--- src/rtl/hazard_ctrl_mc.sv ---
// Hazard controller for the 5-stage MIPS pipeline: load-use bubbles, multi-cycle
// MUL/DIV occupancy of EX, branch/jump flushes and saturating stall/flush counters.
module hazard_ctrl_mc #(
    parameter int REG_W      = 5,
    parameter int LOAD_LAT   = 1,
    parameter int MULDIV_LAT = 4,
    parameter int CNT_W      = 16
) (
    input  logic             clk,
    input  logic             reset,
    input  logic [REG_W-1:0] if_id_rs,
    input  logic [REG_W-1:0] if_id_rt,
    input  logic             if_id_uses_rt,
    input  logic             id_ex_mem_read,
    input  logic [REG_W-1:0] id_ex_rd,
    input  logic             muldiv_start,
    input  logic             jump,
    input  logic             branch_taken,
    output logic             pc_write,
    output logic             if_id_write,
    output logic             id_ex_write,
    output logic             id_ex_bubble,
    output logic             ex_mem_bubble,
    output logic             if_id_flush,
    output logic             busy,
    output logic [CNT_W-1:0] stall_cnt,
    output logic [CNT_W-1:0] flush_cnt
);

    localparam int MAX_LAT  = (LOAD_LAT > MULDIV_LAT) ? LOAD_LAT : MULDIV_LAT;
    localparam int CNT_BITS = (MAX_LAT > 2) ? $clog2(MAX_LAT) : 1;

    typedef enum logic [1:0] {
        IDLE,
        LOAD_STALL,
        MD_BUSY
    } state_t;

    state_t              state_q, state_d;
    logic [CNT_BITS-1:0] cnt_q, cnt_d;
    logic [CNT_W-1:0]    stall_cnt_q, stall_cnt_d;
    logic [CNT_W-1:0]    flush_cnt_q, flush_cnt_d;
    logic                load_hazard;

    assign load_hazard = id_ex_mem_read && (id_ex_rd != '0) &&
                         ((id_ex_rd == if_id_rs) || (if_id_uses_rt && (id_ex_rd == if_id_rt)));

    always_comb begin
        state_d       = state_q;
        cnt_d         = cnt_q;
        pc_write      = 1'b1;
        if_id_write   = 1'b1;
        id_ex_write   = 1'b1;
        id_ex_bubble  = 1'b0;
        ex_mem_bubble = 1'b0;
        if_id_flush   = 1'b0;
        busy          = 1'b0;
        case (state_q)
            IDLE: begin
                if (branch_taken) begin
                    if_id_flush   = 1'b1;
                    id_ex_bubble  = 1'b1;
                    ex_mem_bubble = 1'b1;
                end else if (muldiv_start && (MULDIV_LAT > 1)) begin
                    pc_write      = 1'b0;
                    if_id_write   = 1'b0;
                    id_ex_write   = 1'b0;
                    ex_mem_bubble = 1'b1;
                    // The start cycle is the first of MULDIV_LAT-1 held cycles
                    if (MULDIV_LAT > 2) begin
                        state_d = MD_BUSY;
                        cnt_d   = CNT_BITS'(MULDIV_LAT - 3);
                    end
                end else if (load_hazard) begin
                    pc_write     = 1'b0;
                    if_id_write  = 1'b0;
                    id_ex_bubble = 1'b1;
                    if (LOAD_LAT > 1) begin
                        state_d = LOAD_STALL;
                        cnt_d   = CNT_BITS'(LOAD_LAT - 2);
                    end
                end else if (jump) begin
                    if_id_flush = 1'b1;
                end
            end
            LOAD_STALL: begin
                pc_write     = 1'b0;
                if_id_write  = 1'b0;
                id_ex_bubble = 1'b1;
                busy         = 1'b1;
                if (cnt_q == '0) state_d = IDLE;
                else             cnt_d   = cnt_q - CNT_BITS'(1);
            end
            MD_BUSY: begin
                pc_write      = 1'b0;
                if_id_write   = 1'b0;
                id_ex_write   = 1'b0;
                ex_mem_bubble = 1'b1;
                busy          = 1'b1;
                if (cnt_q == '0) state_d = IDLE;
                else             cnt_d   = cnt_q - CNT_BITS'(1);
            end
            default: begin
                state_d = IDLE;
                cnt_d   = '0;
            end
        endcase
    end

    always_comb begin
        stall_cnt_d = stall_cnt_q;
        flush_cnt_d = flush_cnt_q;
        if (!pc_write && (stall_cnt_q != '1)) stall_cnt_d = stall_cnt_q + CNT_W'(1);
        if (if_id_flush && (flush_cnt_q != '1)) flush_cnt_d = flush_cnt_q + CNT_W'(1);
    end

    always_ff @(posedge clk or posedge reset) begin
        if (reset) begin
            state_q     <= IDLE;
            cnt_q       <= '0;
            stall_cnt_q <= '0;
            flush_cnt_q <= '0;
        end else begin
            state_q     <= state_d;
            cnt_q       <= cnt_d;
            stall_cnt_q <= stall_cnt_d;
            flush_cnt_q <= flush_cnt_d;
        end
    end

    assign stall_cnt = stall_cnt_q;
    assign flush_cnt = flush_cnt_q;

endmodule

--- config.mk ---
export PLATFORM = sky130hd
export DESIGN_NAME = hazard_ctrl_mc
export DESIGN_NICKNAME = d
export VERILOG_FILES = /design/src/rtl/hazard_ctrl_mc.sv
export SDC_FILE = /design/constraint.sdc
export NUM_CORES = 1
export LEC_CHECK = 0
export BUFFER_PORTS_ARGS = -buffer_cell sky130_fd_sc_hd__clkbuf_2
export CAP_MARGIN = 30
export CORE_ASPECT_RATIO = 2
export CORE_UTILIZATION = 50
export DETAILED_ROUTE_END_ITERATION = 10
export GPL_TIMING_DRIVEN = 0
export HOLD_SLACK_MARGIN = 0.08
export PLACE_DENSITY = 0.8
export SKIP_LAST_GASP = 1
export SLEW_MARGIN = 10
export SYNTH_ARGS = -nofsm -noshare
export SYNTH_HDL_FRONTEND = slang
export SYNTH_SLANG_ARGS = --single-unit
--- constraint.sdc ---
create_clock -name clk -period 9.5 [get_ports clk]
set_input_delay 2.85 -clock clk [delete_from_list [all_inputs] [get_ports clk]]
set_output_delay 2.85 -clock clk [all_outputs]
set_load 0.02 [all_outputs]
== Word-level counts from Yosys, hierarchy flattened ==
Index checks and enable logic that the tools add are counted.

* Register bits after elaboration: 36
* Input port bits: 22
* Word-level logic and storage cells: 58

* $add $sub $neg: 3
* Eq/ne operators: 10
* Mux-type cells: 28
* Reduce and logical (&&, ||, !) cells: 13

{| class="wikitable"
|+ Operators with widths
! cell !! number
|-
| adder 16 x 1 -> 16 bit (second input constant) || 2
|-
| != test 16 bit (second input constant) || 2
|-
| two-way mux 1 bit || 16
|-
| two-way mux 2 bit || 6
|-
| equality test 5 bit || 2
|-
| one-hot mux 1 bit (2 select lines) || 4
|-
| one-hot mux 2 bit (2 select lines) || 2
|-
| != test 2 bit (second input constant) || 3
|-
| AND reduction 3 bit || 2
|-
| logical AND 1 bit || 5
|-
| nonzero test 5 bit || 1
|-
| logical NOT 2 bit || 2
|-
| equality test 2 x 1 -> 1 bit (second input constant) || 1
|-
| equality test 2 bit (second input constant) || 1
|-
| != test 2 x 1 -> 1 bit (second input constant) || 1
|-
| OR reduction 2 bit || 1
|-
| subtractor 2 x 1 -> 2 bit (second input constant) || 1
|-
| logical NOT 1 bit || 1
|-
| logical OR 1 bit || 1
|}

== Depth between registers and ports, before layout ==
Gate-level depths: netlist of run 1.

* Word-level depth: 10
* Gate-level depth with buffers: 8
* Gate-level depth less buffers: 7

== Least setup slack after synthesis of run 1 ==
Ideal clock, no wire load.

* Path type: input -> output
* Start point: input port id_ex_rd[1]
* End point: output port pc_write
* Arrival time: 4,471 ps
* Path slack: 2,179 ps
* Cell stages on the path: 5
* Cells stage by stage: or4_4 o21ai_4 nor2_1 a21boi_0 buf_4

* Longest elaborated chain between the ends: 8

{| class="wikitable"
|+ Ends and longest elaborated chain
! element !! RTL line !! source
|-
| start: declaration || 15 || <nowiki>input logic [REG_W-1:0] id_ex_rd,</nowiki>
|-
| equality test 5 bit || 46 || <nowiki>((id_ex_rd == if_id_rs) || (if_id_uses_rt && (id_ex_rd == if_id_rt)));</nowiki>
|-
| logical AND 1 bit || 46 ||
|-
| logical OR 1 bit || 46 ||
|-
| logical AND 1 bit (*) || 45 || <nowiki>assign load_hazard = id_ex_mem_read && (id_ex_rd != '0) &&</nowiki>
|-
| two-way mux 1 bit (*) (3 in a row) || - ||
|-
| one-hot mux 1 bit (2 select lines) (*) || - ||
|-
| end: declaration || 19 || <nowiki>output logic pc_write,</nowiki>
|}

Every way passes the cells marked *; elsewhere a longest branch is shown, timed or not.

== Worst setup path after layout of run 1 ==
* Start point: input port id_ex_rd[3]
* End point: output port if_id_flush

* Longest elaborated chain between the ends: 8

{| class="wikitable"
|+ Ends and longest elaborated chain
! element !! RTL line !! source
|-
| equality test 5 bit || 46 ||
|-
| logical AND 1 bit || 46 ||
|-
| logical OR 1 bit || 46 ||
|-
| logical AND 1 bit (*) || 45 ||
|-
| two-way mux 1 bit (*) || 74 || <nowiki>end else if (load_hazard) begin</nowiki>
|-
| two-way mux 1 bit (*) || 64 || <nowiki>end else if (muldiv_start && (MULDIV_LAT > 1)) begin</nowiki>
|-
| two-way mux 1 bit (*) || 60 || <nowiki>if (branch_taken) begin</nowiki>
|-
| two-way mux 1 bit (*) || 58 || <nowiki>case (state_q)</nowiki>
|-
| end: declaration || 24 || <nowiki>output logic if_id_flush,</nowiki>
|}

Marks and branches as above.

==> reports/results.txt, run 1 <==
The detailed-route wire length per cell is 12.8 um, and the initial core utilization is 0.520. Entering global routing, the biggest net connects 36 pins. The number of hold buffers added after cts was 0; the DRC violation total after the first TritonRoute iteration was 20. The clock network fraction of design power came out at 0.173.

The portion of the clock cycle consumed by the worst path in the final layout is 0.771. Pin placement for this block handled 61 I/O pins. Of all nets on the critical path, the largest fanout is 10.

The number of nets handed over by synthesis was 214. The clock period could shrink to 7320 ps. In this run, post-CTS repair resized a total of 0 instances. For the final routed database, the setup TNS stands at 0 ps. Grouping stages by cell kind, the critical path spends the most delay in compound AO/OA/AOI/OAI gates. The kind of capture point of the worst setup path is a primary output. At the worst endpoint, the required time is 6650 ps.

The path class of the tightest hold or removal check is flip-flop to flip-flop. The post-synthesis cell type count is 42. The proportion of synthesized flip-flops having asynchronous set or reset came out at 1.00.

The library cell with the largest summed area after synthesis was dfrtp_1. The via count is 1644. Setup violations remaining at the end of the flow were counted as 0. Setup repair after global routing left no endpoint under its margin. The last element of the critical path is if_id_flush. Port buffering added 60 buffers. The share of power burned in combinational logic came out at 0.420. The Yosys step of the flow raised 0 warnings.

The number of buffers and inverters on the critical path is 4. The die outline height is 91.4 um. The total global-route track usage was 0.212; the switching fraction of total power was 0.428. Row generation in the floorplan step produced 32 rows.

The logs give 0 for the number of remaining DRC errors and 0 for the reported max-cap violation count. CTS placed an instance of clkbuf_8 at the clock tree root. Post-route core utilization: 0.636. Ranked by total cell area, the synthesized netlist is headed by dfrtp_1, xor2_1, xnor2_1, nor4_2, nand3_1. The later pin in the worst-skew pair is clocked with a latency of 290 ps. The relative max-transition margin is 0.520.

Measured in cells, the most critical reg-to-reg path has a length of 7. The clock tree synthesis step divided the H-tree into 2 levels. Synthesis handed over a netlist of 189 instances.

The run gives 0.780 as the weighted congestion reported at the end of routability-driven placement. The endpoint arrival time on the critical path is 4470 ps, and the x dimension of the die is 46.7 um. STA classifies the critical path startpoint as an input pin. The area of the core was 3840 sq um. The largest voltage drop on the vdd net was 0.000141 V; the worst slack on hold paths was 486 ps. For flop-to-flop paths, the worst setup slack is 7230 ps. Summing all placed instances gives a cell area of 2360 sq um. In this run the remaining antenna-violating nets after routing total 0. The transition time at the pin with the least slew margin came out at 719 ps.

The first global-routing pass estimated 6620 um of wire. Cell type with the highest occurrence count on the critical path: clkbuf_2. The reg-to-reg startpoint is stall_cnt[0]$_DFFE_PP0P_.

The count of state elements after synthesis was 35; the total stage count of the critical path was 8. The number of max-slew violations in the final report was 0; the count of flip-flops with a built-in enable after synthesis was 0. The fraction of the yosys area taken by sequential cells was 0.438. The number of clock buffers inserted by TritonCTS is 5, and the sequential power share is 0.407. In this run the mean area of a mapped cell was 10.6 sq um.

The net switching power figure was 253 uW; the number of nets in the layout was 281. After detailed routing, the number of vias per cell comes to 5.34. The tools report the number of diodes added for antenna fixing as 0.

The half-perimeter wire length after placement came out at 3050 um. The share of cells above drive strength 1 works out to 0.342. The clock transition time at the flip-flop clock pins of the worst setup and hold paths came out at 60 ps.

The share of the synthesized area in the top cell type was 0.438. The run finished with clean final reports. The overall overflow remaining after global route was 0. TritonCTS built the clock tree.

For this run, the top clock speed supported by timing is 0.137 GHz. After detailed routing, the total wire length is 3930 um. For this design, the sink count on the clock tree is 35. Number of antenna violations at the first check in global routing: 0.

Between clock sinks in the finished design, the worst skew comes to 7.30 ps. The startpoint-to-endpoint class of the critical path is input pin to primary output. Filler cell count: 340. The layout overhead on the synthesized area came out at 22.3%.

The first detailed-routing pass took 4 iterations. Hold violation total from the final report: 0. After routing the design area is 2440 sq um. Internal power: 338 uW. The run gives 4270 sq um as the total die area. The longest clock path from root to sink contains 2 buffers. The worst reg2reg path endpoint is stall_cnt[1]$_DFFE_PP0P_. The synthesized netlist occupies a cell area of 2000 sq um. The delay of the slowest cell on the worst path is 440 ps. In this run the worst setup path begins at id_ex_rd[3]. The analysis attributes to cell leakage a power of 0.00115 uW. The power per unit of standard cell area was 242 nW/um^2.

The signal on the critical path passes through clkbuf_2 > xor2_1 > nor4_2 > a32oi_2 > o31ai_4 > buf_6 > inv_1 > clkbuf_2. For this run, the leading register cell type out of synthesis is dfrtp_1. The overall power consumption came out at 591 uW.

The number of global-route vias before repair is 1610, and the number of post-CTS setup repair buffers is 0. The largest individual stage delay along the critical path comes from the cell o31ai_4.
-- flip-flops by register name, summed over array words and instances, names as in the netlist --
name	count
flush_cnt	16
stall_cnt	16
cnt_q	2
state_q	1
-- power groups by stage --
stage               Clock (uW)  Combinational, uW  Sequential [uW]
floorplan                    0                133              278
global placement             0                245              241
detailed placement           0                250              243
CTS                        105                251              240
global route               112                274              248
finish                     102                248              241
-- synth_stat cells (2+ instances only) --
library cell and n:
mux2_2 3, dfrtp_1 35, ha_1 3, nor4b_1 3, xor2_1 29, a21oi_1 4, xnor2_1 9, nor4_2 6
nand2_1 14, inv_1 12, nand4_1 5, and3_1 4, nand3b_1 2, nor3_1 9, nand3_1 11, nor4_4 2
buf_6 2, nor2_1 12
-- cell families (layout without fill, tap and decap cells) --
group                      count (synthesis)  after routing  share of synthesized area
AOI/OAI and AO/OA                         14             14                     0.0639
xor gates and xnor gates                  38             38                      0.167
adders and majority gates                  3              3                     0.0188
buffers and inverters                     17             85                     0.0419
DFF                                       35             35                      0.438
muxes                                      4              4                     0.0225
and+or+nand+nor                           78             78                      0.248
-- worst reg2reg max path, cell delays in order, from the launching register on --
cell     delay, ps
dfrtp_1        430
ha_1           220
nand4_1        110
or4_1          530
nor2b_1        150
o21ba_1        230
buf_6          150
mux2_1         320
-- how the worst min path moves through the flow --
stage,start,end,cells after the start
3_3_place_gp,cnt_q[0]$_DFFE_PP0P_,cnt_q[0]$_DFFE_PP0P_,1
5_1_grt,cnt_q[0]$_DFFE_PP0P_,cnt_q[0]$_DFFE_PP0P_,1
4_1_cts,flush_cnt[4]$_DFFE_PP0P_,flush_cnt[4]$_DFFE_PP0P_,1
2_1_floorplan,cnt_q[0]$_DFFE_PP0P_,cnt_q[0]$_DFFE_PP0P_,1
3_5_place_dp,cnt_q[0]$_DFFE_PP0P_,cnt_q[0]$_DFFE_PP0P_,1
6_report,flush_cnt[4]$_DFFE_PP0P_,flush_cnt[4]$_DFFE_PP0P_,1
-- placed cells by master (no fill, tap or decap), types with 4 or more instances in the layout --
cell type  instances
inv_1             11
nand2_1           14
nand3_1           11
and3_1             4
clkbuf_8           5
nor4_2             6
xor2_1            29
nor2_1            12
nor3_1             9
clkbuf_2          60
nand4_1            5
a21oi_1            4
dfrtp_1           35
xnor2_1            9
-- metrics by stage --
step	instances	setup WS [ps]
global route	308	2050
CTS	308	2160
finish	308	2180
detailed placement	300	2170
global placement	300	2170
floorplan	189	2180
-- final cells by class --
class | count | area (sq um) | share of cell area
clock buffer | 7 | 76.3 | 0.0312
multi-input combinational | 137 | 1040 | 0.425
clock inverter | 1 | 5.00 | 0.00205
sequential | 35 | 876 | 0.358
buffer | 5 | 38.8 | 0.0159
tap | 51 | 63.8 | 0.0261
inverter | 12 | 45.0 | 0.0184
timing repair buffer | 60 | 300 | 0.123
-- layer usage --
layer / routed length, um / GRT usage
met1: 1480 / 0.223
met2: 2170 / 0.365
met3: 146 / 0.0417
met4: 127 / 0.114
met5: 0 / 0
No activity file was read; power rests on OpenSTA's default activity.
==> run 2: changes to the inputs <==
- ABC_AREA: unset -> 1
- CORE_UTILIZATION: 50 -> 48
- PLACE_DENSITY: 0.8 -> 0.78
- clock period: 9.5 -> 6.16 ns (I/O delays scaled with it)
==> run 2 against run 1 <==
Compared with the run above:
- clock power up 100%
- worst hold slack better by 53 ps
- sequential share of layout area down 5.9 points
- flip-flop and latch count unchanged
- register-to-register slack worse by 3000 ps
- first-iteration DRC count rose to 3.6 times the previous value
- clock-buffer cell count down 2
- wire length up 52%
- non-clock buffer count up 3
- synthesized area up 22%
- critical path type unchanged
- largest power group unchanged
==> reports/results.txt, run 2 <==
The run finished with clean final reports. Once detailed placement completed, the half-perimeter wirelength came to 4650 um. The power per unit of standard cell area is 305 nW/um^2.

The top cell types in the final layout, fill and taps aside, are nand2_1, clkbuf_2, inv_1, dfrtp_1, nand3_1. The tools report the number of max-slew violations in the final report as 0. The proportion of synthesized flip-flops having asynchronous set or reset works out to 1.00.

The number of diodes added for antenna fixing was 0; the maximum clock path buffer count was 2. After the first detailed-routing iteration, the DRC count stood at 71. The count of cells along the worst register-to-register path was 9. Startpoint of the worst hold path: stall_cnt[3]$_DFFE_PP0P_. The tools report the number of hold buffers added after cts as 0.

Counting distinct cell types in the post-synthesis netlist gives 28. Entering global routing, the biggest net connects 36 pins. After clock tree synthesis, the clock-pin slew on the worst setup and hold paths is 80 ps. The first-pass iteration count of the detailed router is 4, and the net count after synthesis is 369. Row generation in the floorplan step produced 36 rows. The number of global-route vias before repair was 2319. The critical path in this run is classified as input pin to primary output.

The count of cells along the worst hold path was 2; the largest voltage drop on the vdd net was 0.000273 V. At the end of routability-driven placement, the weighted congestion stood at 0.869. The share of cells above drive strength 1 is 0.223. The floorplan step defined a core boundary enclosing 4860 sq um. On the final layout, the worst hold slack is 539 ps. The portion of the clock cycle consumed by the worst path in the final layout was 0.833. The most used flip-flop cell after synthesis is dfrtp_1.

The global-route wire length before repair came out at 10000 um. Setup slack on the worst reg-to-reg path comes out at 4210 ps. The x dimension of the die was 52.5 um; the final instance count without filler cells was 469. The tools report the number of antenna violations at the first check in global routing as 0. Setup violations remaining at the end of the flow were counted as 0.

The tightest min-delay check is of the flip-flop to flip-flop type. In this run the worst path has a maximum fanout of 10. Counting I/O delays and the setup requirement, the final critical path takes 5130 ps.

The run gives 0 as the residual antenna-violating net count after detailed routing. The later pin in the worst-skew pair is clocked with a latency of 280 ps. The die covers 5400 sq um. The H-tree level count came out at 2. For this block, the via count after detailed routing is 2437. dfrtp_1 takes more of the synthesized area than any other cell.

The layout overhead on the synthesized area was 19.8%. The relative max-transition margin came out at 0.506. The average instance in the mapped netlist occupies 7.10 sq um. After routing, the total negative slack on setup checks comes to 0 ps. For the clock sink count, the log shows 35. STA puts the critical path data arrival time at 3280 ps. In this run the vertical extent of the chip is 103 um.

Sink of the worst hold path: stall_cnt[3]$_DFFE_PP0P_. For this block, the routed nets add up to 5970 um of wire. The share of the synthesized area in the top cell type works out to 0.358. The synthesized instance count is 344, and the count of state elements after synthesis is 35. For the final clock skew, the log shows 12.6 ps. The number of clock buffers added by TritonCTS is 5. For the initial core utilization, the log shows 0.502. In the routed layout, each cell is associated on average with a via count of 5.20. Once the clock tree was built, the setup fixing pass inserted 0 buffers. The tree is rooted in a clkbuf_8.

Worst reg2reg path endpoint: flush_cnt[5]$_DFFE_PP0P_. Number of nets in the layout: 436. Setup repair after global routing left no endpoint under its margin.

Total number of yosys warnings: 0. Leaving out fill and tap cells, the most frequent cell in the layout is nand2_1. The reg-to-reg startpoint was flush_cnt[0]$_DFFE_PP0P_. During I/O placement, the number of pins put on the boundary was 61. The quantity of I/O buffers inserted on ports is 60, and the post-cts sizing count is 0.

Across the run, the number of max-cap violations was 0. After synthesis, the cell types taking the most area are dfrtp_1, nand2_1, xor2_1, nand3_1, inv_1. Summing every instance area after synthesis gives 2440 sq um. The most used standard cell by instance count after synthesis was nand2_1. Yosys mapped a number of flops with a built-in enable equal to 0.

The logs give 0.246 for the total global-route track usage and 0 for the number of remaining DRC errors. At the worst endpoint, the required time is 4310 ps. The tools report the number of placed instances, taps included as 461. Counting instances in the post-synthesis netlist gives the leading cell types as nand2_1, inv_1, dfrtp_1. Dividing the detail-routed wire length by the instance count gives 12.7 um. Hold violation total from the final report: 0. For this run, the top clock speed supported by timing is 0.195 GHz.

Global routing finished with a remaining overflow of 0. The run gives 0.00159 uW as the static leakage. At the pin with the least slew margin, the transition time is 739 ps. Sort of element at the start of the critical path: an input pin. The tools report the fraction of the yosys area taken by sequential cells as 0.358.

The kind of capture point of the worst setup path was a primary output. TritonCTS built the clock tree.
## run 2: cell count changes in the layout (fill, tap and decap cells not counted), sizes merged, moves of 9 or more
cell   before  now
inv        12   41
nand2      14  129
nand3      11   34
nand4       6   21
nor2       12   22
nor4        9    0
xor2       29   20
## run 2: power by group
group          internal (uW)  switching [uW]
clock                    121            88.1
sequential               272            54.5
combinational            125             235
total                    517             378
## run 2: routing by layer
layer	up-vias	track usage	share of wire	wire [um]
met5	-	0	0	0
met4	0	0.115	0.024	146
met3	14	0.0324	0.030	181
met2	70	0.475	0.57	3420
met1	1127	0.244	0.37	2220
li1	1226	-	-	-
## run 2: worst max-delay path by stage
stage | start | to | depth (start not counted) | slack (ps)
after floorplan | id_ex_rd[3] | pc_write | 11 | 1370
after global placement | id_ex_rd[4] | pc_write | 13 | 1030
after detailed placement | id_ex_rd[3] | pc_write | 13 | 1000
after CTS | id_ex_rd[3] | pc_write | 13 | 1010
after global routing | id_ex_rd[4] | pc_write | 13 | 810
final | id_ex_rd[0] | pc_write | 13 | 1030
## run 2: area by class of cell
cell class,count,area [sq um]
fill,484,1940
multi-input combinational,260,1360
sequential,35,876
timing repair buffer,60,300
inverter,41,154
tap,57,71.3
clock buffer,5,68.8
buffer,8,53.8
clock inverter,3,43.8
## run 2: cells by family after synthesis
| kind of cell | after synthesis | synth area share |
|---|---|---|
| AO/OA/AOI/OAI | 6 | 0.0128 |
| XOR/XNOR | 26 | 0.0932 |
| AND/OR/NAND/NOR | 225 | 0.435 |
| flip-flops | 35 | 0.358 |
| buffers and inverters | 49 | 0.0850 |
| adder cells (fa/ha/maj) | 3 | 0.0154 |
## run 2: stage by stage
stage	power [uW]	setup WS [ps]	util	instance area, sq um
global route	961	808	0.602	2930
finish	894	1030	0.602	2930
detailed placement	691	1000	0.579	2820
global placement	682	1030	0.579	2820
CTS	903	1010	0.602	2930
floorplan	580	1370	-	2440
## run 2: critical path, cell delays in order
cell      delay (ps)
clkbuf_2         100
inv_2             50
nand2_1           50
nand2_1           50
nor2_1            90
nand3_1           90
nand2_1          140
nand3_4          170
nand2_4          180
buf_4            190
inv_1             60
buf_4            120
clkbuf_2         140
